**config.mk**
```make
export PLATFORM = sky130hd
export DESIGN_NAME = event_proc_sequencer
export DESIGN_NICKNAME = d
export VERILOG_FILES = /design/src/rtl/avs_ctrl_pkg.sv /design/src/rtl/stage_timer.sv /design/src/rtl/event_proc_sequencer.sv
export SDC_FILE = /design/constraint.sdc
export NUM_CORES = 1
export LEC_CHECK = 0
export ABC_AREA = 1
export BUFFER_PORTS_ARGS = -buffer_cell sky130_fd_sc_hd__buf_4
export CAP_MARGIN = 20
export CELL_PAD_IN_SITES_DETAIL_PLACEMENT = 1
export CELL_PAD_IN_SITES_GLOBAL_PLACEMENT = 1
export CORE_MARGIN = 1.5
export CORE_UTILIZATION = 46
export DETAILED_ROUTE_END_ITERATION = 12
export PLACE_DENSITY_LB_ADDON = 0.1
export SLEW_MARGIN = 5
export SYNTH_ARGS = -nofsm -noshare
export SYNTH_HDL_FRONTEND = slang
export SYNTH_HIERARCHICAL = 1
export SYNTH_SLANG_ARGS = --single-unit
```
**constraint.sdc**
```tcl
create_clock -name clock -period 5.68 [get_ports clock]
set_clock_uncertainty 0.05 [all_clocks]
set_input_delay 0.852 -clock clock [delete_from_list [all_inputs] [get_ports clock]]
set_output_delay 0.852 -clock clock [all_outputs]
set_load 0.01 [all_outputs]
```
**src/rtl/avs_ctrl_pkg.sv**
```systemverilog
// avs_ctrl_pkg: shared sequencer state encoding and default widths
package avs_ctrl_pkg;
  localparam int TMO_W_DEF = 16;
  localparam int TMO_CYCLES_DEF = 50000;
  localparam int CNT_W_DEF = 16;
  localparam logic [2:0] ST_IDLE = 3'd0;
  localparam logic [2:0] ST_FFT = 3'd1;
  localparam logic [2:0] ST_EST = 3'd2;
  localparam logic [2:0] ST_TX = 3'd3;
  localparam logic [2:0] ST_WAIT_END = 3'd4;
  typedef enum logic [2:0] {
    S_IDLE = ST_IDLE,
    S_FFT = ST_FFT,
    S_EST = ST_EST,
    S_TX = ST_TX,
    S_WAIT_END = ST_WAIT_END
  } seq_state_t;
endpackage

```
**src/rtl/stage_timer.sv**
```systemverilog
// stage_timer: per-stage cycle counter; tc marks the last allowed cycle of a stage
module stage_timer
  import avs_ctrl_pkg::*;
#(
  parameter int TMO_W = TMO_W_DEF,
  parameter int TMO_CYCLES = TMO_CYCLES_DEF
) (
  input  logic clock,
  input  logic reset,
  input  logic load,
  input  logic en,
  output logic tc
);
  logic [TMO_W-1:0] count;
  assign tc = count == TMO_W'(TMO_CYCLES - 1);
  always_ff @(posedge clock or negedge reset) begin
    if (!reset) count <= '0;
    else if (load) count <= '0;
    else if (en && !tc) count <= count + TMO_W'(1);
  end
endmodule

```
**src/rtl/event_proc_sequencer.sv**
```systemverilog
// event_proc_sequencer: runs FFT -> estimators -> TX once per event onset, with per-stage timeout
module event_proc_sequencer
  import avs_ctrl_pkg::*;
#(
  parameter int TMO_W = TMO_W_DEF,
  parameter int TMO_CYCLES = TMO_CYCLES_DEF,
  parameter int CNT_W = CNT_W_DEF,
  parameter bit REPEAT = 1'b0
) (
  input  logic             clock,
  input  logic             reset,
  input  logic             eventDetected,
  input  logic             fft_done,
  input  logic             freq_done,
  input  logic             bw_done,
  input  logic             tx_done,
  input  logic             clear_err,
  output logic             fft_start,
  output logic             est_start,
  output logic             tx_start,
  output logic             busy,
  output logic             error,
  output logic [2:0]       stage,
  output logic [CNT_W-1:0] event_count,
  output logic [CNT_W-1:0] overrun_count,
  output logic [CNT_W-1:0] abort_count
);
  seq_state_t state, nxt;
  logic prev_evt, onset, first, freq_l, bw_l, freq_ok, bw_ok, stage_done, abort, enter, tc;
  assign onset = eventDetected && !prev_evt;
  // the start-pulse cycle is the stage entry cycle, where done inputs are ignored
  assign first = fft_start || est_start || tx_start;
  assign busy = state inside {S_FFT, S_EST, S_TX};
  assign stage = state;
  assign freq_ok = freq_l || (freq_done && !first);
  assign bw_ok = bw_l || (bw_done && !first);
  assign stage_done = !first && (state == S_FFT ? fft_done :
                                 state == S_EST ? freq_ok && bw_ok :
                                 state == S_TX && tx_done);
  assign abort = busy && tc && !stage_done;
  assign enter = nxt != state && nxt inside {S_FFT, S_EST, S_TX};
  always_comb begin
    nxt = state;
    case (state)
      S_IDLE:     nxt = onset ? S_FFT : S_IDLE;
      S_FFT:      nxt = stage_done ? S_EST : abort ? S_WAIT_END : S_FFT;
      S_EST:      nxt = stage_done ? S_TX : abort ? S_WAIT_END : S_EST;
      S_TX:       nxt = stage_done ? (REPEAT && eventDetected ? S_FFT : S_WAIT_END) :
                        abort ? S_WAIT_END : S_TX;
      S_WAIT_END: nxt = eventDetected ? S_WAIT_END : S_IDLE;
      default:    nxt = S_IDLE;
    endcase
  end
  stage_timer #(.TMO_W(TMO_W), .TMO_CYCLES(TMO_CYCLES)) u_timer (
    .clock(clock),
    .reset(reset),
    .load(enter),
    .en(busy),
    .tc(tc)
  );
  always_ff @(posedge clock or negedge reset) begin
    if (!reset) begin
      state <= S_IDLE;
      prev_evt <= 1'b0;
      fft_start <= 1'b0;
      est_start <= 1'b0;
      tx_start <= 1'b0;
      freq_l <= 1'b0;
      bw_l <= 1'b0;
      error <= 1'b0;
      event_count <= '0;
      overrun_count <= '0;
      abort_count <= '0;
    end else begin
      state <= nxt;
      prev_evt <= eventDetected;
      fft_start <= enter && nxt == S_FFT;
      est_start <= enter && nxt == S_EST;
      tx_start <= enter && nxt == S_TX;
      freq_l <= state == S_EST && freq_ok;
      bw_l <= state == S_EST && bw_ok;
      error <= abort || (error && !clear_err);
      if (onset && state == S_IDLE && !(&event_count)) event_count <= event_count + CNT_W'(1);
      if (onset && state != S_IDLE && !(&overrun_count)) overrun_count <= overrun_count + CNT_W'(1);
      if (abort && !(&abort_count)) abort_count <= abort_count + CNT_W'(1);
    end
  end
endmodule
```
==> flow_summary.yaml, run 1 <==
hold_path:
  min_path_cells: 1
  min_path_type: "flip-flop to flip-flop"
  holdCritStartpoint: "abort_count[8]"
  min_to: "abort_count[8]"
logic_synthesis:
  avgSynthCellArea_sq_um: 8.167
  synth_commonest_cells: "nand2_1, dfrtp_1, inv_1"
  ys_seq_area_frac: 0.4411
  synth_edf_count: 0
  synth_nets: 526
  ys_ff_latch: 74
  yosysMostFrequentCell: "nand2_1"
  synthFlopType: "dfrtp_1"
  synth_largest_area_cell: "dfrtp_1"
  yosys_warnings: 6
  netlist_instances: 514
  async_reset_ff_frac: 1.000
  ys_types: 36
  synth_top_area_frac: 0.4411
  synthesis.area_sq_um: 4198
  synth.area.top_cells: "dfrtp_1, nand2_1, xor2_1"
setup_path:
  crit_family: "simple AND/OR/NAND/NOR gates"
  critPathRequiredTime_ns: 5.88
  path_depth: 16
  max_stage_delay_ns: 0.41
  crit_arrival_ns: 3.22
  cp_cell_sequence: "ha_1 -> nand3_2 -> nor2_2 -> nand2_1 -> inv_1 -> nand2_1 -> inv_1 -> nand3_1 -> o211ai_1 -> nor2_1 -> nor2_1 -> inv_1 -> nand2_4 -> clkinv_2 -> nand2_1 -> nand2_1"
  crit_top_cell: "nand2_1"
  worst_setup_path_start_kind: "flip-flop"
  rr_worst_depth: 16
  cp-end-kind: "flip-flop"
  cp_slowest_cell: "dfrtp_1"
  rr_endpoint: "u_timer/count[1]"
  worstSetupPathType: "flip-flop to flip-flop"
  worstReg2RegStart: "u_timer/count[0]"
  worst-path-buf-inv: 4
  r2r_slack_ns: 2.66
  worst-path-max-fanout: 14
placed_design:
  dp_hpwl_um: 7793
  place_congestion: 0.8486
  placement.io_buffers: 63
  placed_cells: 679
  post-place-ws_ns: 2.634
global_routing:
  grt_use_met2: 0.3962
  grt_pass1_wl_um: 18060
  grt_max_degree: 75
  grt_use_met3: 0.03050
  antenna_found_initial: 0
  grt.met1_usage: 0.2946
  grt_overflow: 0
  grt.busiest_layer: "met2"
  grt_pass1_vias: 3885
  groute.usage.overall: 0.2292
clock_tree:
  cts.sinks: 74
  clock_path_buffers: 2
  clkLatencyLatePin_ns: 0.36
  cts_resized: 0
  post-cts-setup-buffers: 0
  htreeDepth: 3
  hold_buffers: 0
  cts_tree: "yes"
  clk_pin_slew_ns: 0.09
  cts-root-buf: "clkbuf_8"
  cts_inserted_buffers: 9
timing:
  setup_viol: 0
  slew-limit-headroom: 0.3730
  drv_slew: 0
  fin_crit_ns: 3.020
  hold_viol: 0
  fmax_mhz: 331.1
  tightest_slew_ns: 0.9406
  tns_ns: 0
  rsz0062_at_grt: "no"
  min_period_over_period: 0.5317
  layout_setup_ws_ns: 2.660
detailed_routing:
  drt-vias-per-instance: 5.187
  wl_per_cell_um: 14.87
  drt-total-wl_um: 10330
  via_count: 3605
  drtAntennaViolNets: 0
  drc_errors: 0
  drt_iter0_drc: 59
  first_pass_iters: 4
flow_run:
  drv_cap: 0
pwr:
  leakage_nw: 2.473
  ir_worst_vdd_uv: 190.5
  p_per_area_nw_per_um2: 354.6
cells_and_area:
  fin_cells: 695
  syn_to_final_growth_pct: 19.40
  antenna_cells: 0
  fin_nets: 594
  fin_util: 0.5720
  fillers: 1095
  drive_above_1_share: 0.2147
floorplanning:
  coreArea_sq_um: 8763
  rows: 34
  io_pins: 64
  fp.dieH_um: 98.53
  die_w_um: 98.53
  dieArea_sq_um: 9708
  start_util: 0.4790
status:
  status: "finished clean"
state kept, by name (all words and copies together) (netlist names):
name           cells
freq_l             1
prev_evt           1
overrun_count     16
fft_start          1
abort_count       16
est_start          1
tx_start           1
stage              3
event_count       16
u_timer/count     16
error              1
bw_l               1
through the flow:
stage | instance area [sq um] | power (W) | hold slack (ns)
after floorplan | 4198 | 0.001080 | 0.4346
after global placement | 4765 | 0.001253 | 0.4423
after detailed placement | 4765 | 0.001279 | 0.4503
after CTS | 5012 | 0.001799 | 0.4675
after global routing | 5012 | 0.001899 | 0.4846
final | 5012 | 0.001777 | 0.4629
cells by family (layout without fill, tap and decap cells):
group / count (synthesis) / after routing / synth area share
and+or+nand+nor: 288 / 288 / 0.3377
DFF: 74 / 74 / 0.4411
buffers and inverters: 74 / 147 / 0.07243
xor gates and xnor gates: 47 / 47 / 0.09806
AOI/OAI and AO/OA: 27 / 27 / 0.03875
adders and majority gates: 4 / 4 / 0.01192
layer usage:
metal  wire length [um]  part of all wire
met4                134             0.013
met5                  0                 0
met2               5190              0.50
met3                254             0.025
met1               4753              0.46
report_power, final:
| group | internal (W) | switching (W) | leakage (nW) |
|---|---|---|---|
| registers | 0.000599 | 0.0000979 | 0.910 |
| clock network | 0.000296 | 0.000217 | 0.120 |
| logic | 0.000199 | 0.000368 | 1.44 |
| total | 0.00109 | 0.000683 | 2.47 |
layout make-up:
| cell class | count | area, sq um | area share |
|---|---|---|---|
| Clock buffer | 9 | 123.9 | 0.02471 |
| Clock inverter | 7 | 123.9 | 0.02471 |
| Inverter | 68 | 262.8 | 0.05242 |
| Multi-Input combinational cell | 366 | 2042 | 0.4074 |
| Sequential cell | 74 | 1852 | 0.3694 |
| Tap cell | 108 | 135.1 | 0.02696 |
| Timing Repair Buffer | 63 | 473.0 | 0.09436 |
worst max-delay path by stage:
stage,from,end,slack (ns)
after floorplan,freq_done,u_timer/count[10],3.28
after global placement,freq_done,u_timer/count[14],2.82
after detailed placement,freq_done,u_timer/count[1],2.63
after CTS,u_timer/count[1],u_timer/count[1],2.67
after global routing,u_timer/count[1],u_timer/count[1],2.26
final,u_timer/count[0],u_timer/count[1],2.66
layout by cell type, fill, tap and decap left out, types with 6 or more instances in the layout:
master	n
nor3_1	10
nor4_1	7
nand3_1	38
xor2_1	40
inv_2	6
xnor2_1	7
nand2_2	9
dfrtp_1	74
clkbuf_8	9
nand2_1	122
o21ai_0	10
nand4_1	25
inv_1	59
o21ai_1	7
buf_4	63
nor2_1	46
nor2_2	10
Note: power is estimated with default switching activity, not from simulation.
==> run 2, diff against run 1 <==
--- a/config.mk
+++ b/config.mk
@@ -5,13 +5,13 @@
 export SDC_FILE = /design/constraint.sdc
 export NUM_CORES = 1
 export LEC_CHECK = 0
-export ABC_AREA = 1
+export ABC_AREA = 0
 export BUFFER_PORTS_ARGS = -buffer_cell sky130_fd_sc_hd__buf_4
 export CAP_MARGIN = 20
 export CELL_PAD_IN_SITES_DETAIL_PLACEMENT = 1
 export CELL_PAD_IN_SITES_GLOBAL_PLACEMENT = 1
 export CORE_MARGIN = 1.5
-export CORE_UTILIZATION = 46
+export CORE_UTILIZATION = 44
 export DETAILED_ROUTE_END_ITERATION = 12
 export PLACE_DENSITY_LB_ADDON = 0.1
 export SLEW_MARGIN = 5
==> constraint.sdc (replaced) <==
create_clock -name clock -period 2.85 [get_ports clock]
set_clock_uncertainty 0.05 [all_clocks]
set_input_delay 0.4275 -clock clock [delete_from_list [all_inputs] [get_ports clock]]
set_output_delay 0.4275 -clock clock [all_outputs]
set_load 0.01 [all_outputs]
==> run 2 against run 1 <==
  * Routed wire length down 21%
  * Largest cell class is now registers
  * Worst setup slack worse by 2.4 ns
  * Clock power up 69%
  * Die area down 11%
  * Utilization down 0.88 points
  * Critical path depth down 9
  * Worst hold slack worse by 0.30 ns
==> flow_summary.yaml, run 2 <==
logic_synthesis:
  synth_edf_count: 0
  ys_ff_latch: 74
  synth.area.top_cells: "dfrtp_1, xnor2_1, nand3_1"
  yosys_warnings: 6
  ys_types: 55
  netlist_instances: 319
  synth_top_area_frac: 0.5180
  synth_largest_area_cell: "dfrtp_1"
  synth_nets: 331
  synth_commonest_cells: "dfrtp_1, xnor2_1, nand3_1"
  ys_seq_area_frac: 0.5180
  synthesis.area_sq_um: 3575
  avgSynthCellArea_sq_um: 11.21
  yosysMostFrequentCell: "dfrtp_1"
  synthFlopType: "dfrtp_1"
  async_reset_ff_frac: 1.000
cells_and_area:
  antenna_cells: 0
  drive_above_1_share: 0.2739
  fillers: 873
  final_common_cell: "dfrtp_1"
  multi_input_area_sq_um: 1672
  final-seq-area_sq_um: 1852
  mostFrequentLayoutCells: "dfrtp_1, buf_4, xnor2_1"
  syn_to_final_growth_pct: 23.00
  fin_nets: 405
detailed_routing:
  first_pass_iters: 4
  drt_iter0_drc: 67
  drtAntennaViolNets: 0
  via_count: 2725
  wl_per_cell_um: 16.32
  drt-total-wl_um: 8162
  drt-vias-per-instance: 5.450
  drc_errors: 0
hold_path:
  min_path_type: "primary input to flip-flop"
floorplanning:
  rows: 32
  dieArea_sq_um: 8674
  fp.dieH_um: 93.14
  die_w_um: 93.14
  io_pins: 64
  start_util: 0.4579
  coreArea_sq_um: 7807
setup_path:
  crit_arrival_ns: 2.83
  cp-end-kind: "flip-flop"
  crit_family: "simple AND/OR/NAND/NOR gates"
  critPathRequiredTime_ns: 3.06
  worst-path-buf-inv: 0
  max_stage_delay_ns: 0.59
  worst_setup_path_start_kind: "flip-flop"
  worst-path-max-fanout: 5
  cp_cell_sequence: "ha_1 -> or4bb_4 -> nor4_4 -> nand2_1 -> or3_1 -> nor3_2 -> xor2_1"
  worstSetupPathType: "flip-flop to flip-flop"
  cp_slowest_cell: "or4bb_4"
timing:
  fmax_mhz: 382.4
  fin_crit_ns: 2.615
  min_period_over_period: 0.9176
  slew-limit-headroom: 0.3705
  tightest_slew_ns: 0.9443
  rsz0062_at_grt: "no"
  tns_ns: 0
  drv_slew: 0
  hold_viol: 0
  setup_viol: 0
flow_run:
  drv_cap: 0
global_routing:
  grt_use_met2: 0.3297
  grt_overflow: 0
  grt.met1_usage: 0.2717
  grt_max_degree: 75
  grt_use_met3: 0.04309
  groute.usage.overall: 0.2042
  grt.busiest_layer: "met2"
  grt_pass1_wl_um: 13900
  antenna_found_initial: 0
  grt_pass1_vias: 2779
placed_design:
  placement.io_buffers: 63
  place_congestion: 0.7665
  dp_hpwl_um: 5743
clock_tree:
  cts-root-buf: "clkbuf_8"
  post-cts-setup-buffers: 0
  cts_resized: 0
  cts_inserted_buffers: 9
  cts.sinks: 74
  clkLatencyLatePin_ns: 0.34
  htreeDepth: 3
  cts_tree: "yes"
  hold_buffers: 0
  clk_pin_slew_ns: 0.08
  clock_path_buffers: 2
status:
  status: "finished clean"
pwr:
  leakage_nw: 1.969
  p_per_area_nw_per_um2: 720.3
  finalPower_w: 0.003167
  ir_worst_vdd_uv: 381.3
## run 2: cell count changes in the layout (fill, tap and decap cells not counted), moves of 6 or more
cell / before / now
nor2_2: 10 / 1
xnor2_1: 7 / 37
nand2_2: 9 / 0
nor2_1: 46 / 17
xor2_1: 40 / 15
nand2_1: 122 / 25
o21ai_1: 7 / 0
inv_1: 59 / 6
o21ai_0: 10 / 4
and3_1: 0 / 9
inv_2: 6 / 0
nand4_1: 25 / 17
nand3_1: 38 / 27
## run 2: report_power, final
part / leakage, nW / switching [W] / internal (W)
Clock: 0.0982 / 0.000413 / 0.000456
Combinational: 0.898 / 0.000488 / 0.000432
Sequential: 0.973 / 0.000190 / 0.00119
Total: 1.97 / 0.00109 / 0.00208
## run 2: per-layer routing
metal,part of all wire,vias up
met5,0,-
met3,0.040,8
met1,0.47,1384
li1,-,1286
met2,0.48,47
met4,0.012,0
## run 2: cell families (layout without fill, tap and decap cells)
logic type,Yosys count,after routing,share of synthesized area
compound gates,24,24,0.06125
xor+xnor,52,52,0.1274
fa+ha+maj,4,4,0.01400
buf+inv,11,90,0.01435
flops,74,74,0.5180
mux,4,4,0.01225
simple gates,150,150,0.2527
## run 2: final timing paths
path                                   from  slack, ns           endpoint  depth (start not counted)
setup / recovery           u_timer/count[0]       0.23    abort_count[10]                          7
hold reg to reg            overrun_count[4]       0.45   overrun_count[4]                          1
setup reg to reg           u_timer/count[0]       0.23    abort_count[10]                          7
hold / removal                eventDetected       0.16           prev_evt                          1
max in group asynchronous             reset       1.95           stage[2]                          1
min in group asynchronous             reset       0.17  u_timer/count[15]                          1
## run 2: layout make-up
class / count / share of cell area
Sequential cell: 74 / 0.4212
Multi-Input combinational cell: 234 / 0.3802
Timing Repair Buffer: 68 / 0.1161
Clock buffer: 11 / 0.03443
Tap cell: 102 / 0.02903
Clock inverter: 5 / 0.01394
Inverter: 6 / 0.005122
## run 2: metrics by stage
stage / util / setup WS, ns / cells / instance area [sq um] / hold slack [ns]
floorplan: - / 0.2783 / 319 / 3575 / 0.08191
global placement: 0.5359 / 0.3093 / 484 / 4184 / 0.4323
detailed placement: 0.5359 / 0.2383 / 484 / 4184 / 0.4430
CTS: 0.5631 / 0.2054 / 500 / 4397 / 0.1498
global route: 0.5631 / 0.02708 / 500 / 4397 / 0.1460
finish: 0.5631 / 0.2348 / 500 / 4397 / 0.1634
==> run 3, diff against run 2 <==
--- a/config.mk
+++ b/config.mk
@@ -13,7 +13,7 @@
 export CORE_MARGIN = 1.5
 export CORE_UTILIZATION = 44
 export DETAILED_ROUTE_END_ITERATION = 12
-export PLACE_DENSITY_LB_ADDON = 0.1
+export PLACE_DENSITY = 0.78
 export SLEW_MARGIN = 5
 export SYNTH_ARGS = -nofsm -noshare
 export SYNTH_HDL_FRONTEND = slang
==> run 3 against run 2 <==
  * Maximum frequency about the same
  * Worst hold slack worse by 0.0080 ns
  * First-iteration DRC count up 7.5%
  * Combinational power down 1%
  * Power down 1.5%
  * Sequential share of layout area up 0.17 points
  * Register-to-register slack about the same
  * Count of clock-buffer cells in the layout down 1
  * Non-clock buffer count down 1
  * Design area down 0.40%
  * Routed wire length down 1.7%
  * Clock power down 4.3%
  * Critical path type unchanged
==> flow_summary.yaml, run 3 (same netlist as run 2, synthesis figures left out) <==
status:
  status: "finished clean"
floorplanning:
  rows: 32
  dieArea_sq_um: 8674
  fp.dieH_um: 93.14
  coreArea_sq_um: 7807
  io_pins: 64
  die_w_um: 93.14
  start_util: 0.4579
detailed_routing:
  drc_errors: 0
  maxUsedRoutingLayer: "met4"
  met1Wirelength_um: 3685
  wl_met3_um: 260
  drt-total-wl_um: 8021
  drtAntennaViolNets: 0
  wl_met2_um: 3955
  wl_per_cell_um: 16.07
  drt_iter0_drc: 72
  first_pass_iters: 4
  via_count: 2721
  drt-vias-per-instance: 5.453
clock_tree:
  clk_pin_slew_ns: 0.08
  cts-root-buf: "clkbuf_8"
  cts_inserted_buffers: 9
  cts_tree: "yes"
  htreeDepth: 3
  post-cts-setup-buffers: 0
  cts_resized: 0
  cts.sinks: 74
  hold_buffers: 0
  clock_path_buffers: 2
  clkLatencyLatePin_ns: 0.35
timing:
  min_period_over_period: 0.9180
  fin_crit_ns: 2.616
  fin_hold_ws_ns: 0.1555
  hold_viol: 0
  fmax_mhz: 382.2
  setup_viol: 0
  slew-limit-headroom: 0.3725
  tns_ns: 0
  tightest_slew_ns: 0.9412
  rsz0062_at_grt: "no"
  drv_slew: 0
  layout_setup_ws_ns: 0.2337
setup_path:
  critPathRequiredTime_ns: 3.08
  cp_slowest_cell: "or4bb_4"
  worst_setup_path_start_kind: "flip-flop"
  crit_arrival_ns: 2.84
  cp-end-kind: "flip-flop"
  worstSetupPathType: "flip-flop to flip-flop"
  cp_cell_sequence: "ha_1 -> or4bb_4 -> nor4_4 -> nand2_1 -> or2_1 -> nor4b_2 -> xor2_1"
  max_stage_delay_ns: 0.59
  worst-path-max-fanout: 6
cells_and_area:
  final-seq-area_sq_um: 1852
  syn_to_final_growth_pct: 22.51
  final_common_cell: "dfrtp_1"
  fillers: 856
  fin_nets: 404
  design_area_sq_um: 4379
  fin_cells: 499
  antenna_cells: 0
  drive_above_1_share: 0.2720
  multi_input_area_sq_um: 1672
  mostFrequentLayoutCells: "dfrtp_1, buf_4, xnor2_1"
pwr:
  ir_worst_vdd_uv: 344.7
  combPwrFrac: 0.291
  power.share.clock: 0.267
  netSwitchingFraction: 0.3425
  p_int_w: 0.002051
  power.switching_w: 0.001068
  p_per_area_nw_per_um2: 712.2
  seqPwrFrac: 0.442
  leakage_nw: 1.968
placed_design:
  place_congestion: 0.7773
  dp_hpwl_um: 5650
  placement.io_buffers: 63
  placed_cells: 483
  post-place-ws_ns: 0.2444
  placed_cell_area_sq_um: 4177
global_routing:
  grt_overflow: 0
  grt_pass1_vias: 2839
  grt_pass1_wl_um: 13740
  antenna_found_initial: 0
  groute.usage.overall: 0.2009
  grt_max_degree: 75
hold_path:
  min_path_type: "primary input to async pin"
flow_run:
  drv_cap: 0
[run 3: changes by cell type in the layout (fill, tap and decap cells not counted)]
cell        before  now
clkinvlp_4       3    1
clkbuf_8        11   10
clkinv_2         0    2
buf_4           68   67
clkinv_4         0    1
[run 3: layer usage]
metal  vias up  GRT usage
li1       1286          -
met1      1382     0.2612
met2        44     0.3339
met3         9    0.04146
met4         0    0.06818
met5         -          0
[run 3: power by group through the flow]
stage	combinational [W]	clock [W]	sequential, W
after floorplan	0.000529	0	0.00140
after global placement	0.000894	0	0.00139
after detailed placement	0.000923	0	0.00140
after CTS	0.000925	0.000860	0.00138
after global routing	0.00102	0.000896	0.00141
final	0.000909	0.000832	0.00138
[run 3: final timing paths]
kind	startpoint	endpoint	slack, ns	cells after the start
worst max-delay path	u_timer/count[0]	abort_count[11]	0.23	7
worst min register to register	abort_count[10]	abort_count[10]	0.45	1
worst min-delay path	reset	abort_count[5]	0.16	1
max in group asynchronous	reset	u_timer/count[14]	1.97	1
min in group clock	eventDetected	prev_evt	0.16	1
worst max register to register	u_timer/count[0]	abort_count[11]	0.23	7
[run 3: worst max-delay path, delay by kind of cell (launching register included)]
kind / cells / cell delay, ns
simple gates: 5 / 1.70
flops: 1 / 0.39
fa+ha+maj: 1 / 0.23
xor+xnor: 1 / 0.17
[run 3: per-stage QoR]
step                      total power [W]  utilization
after floorplan                  0.001933            -
after global placement           0.002279       0.5349
after detailed placement         0.002322       0.5349
after CTS                        0.003164       0.5609
after global routing             0.003324       0.5609
final                            0.003119       0.5609
[run 3: area by class of cell]
class                           count  share of cell area
Timing Repair Buffer               67              0.1149
Multi-Input combinational cell    234              0.3817
Sequential cell                    74              0.4229
Clock buffer                       10             0.03143
Inverter                            6            0.005143
Clock inverter                      6             0.01486
Tap cell                          102             0.02914
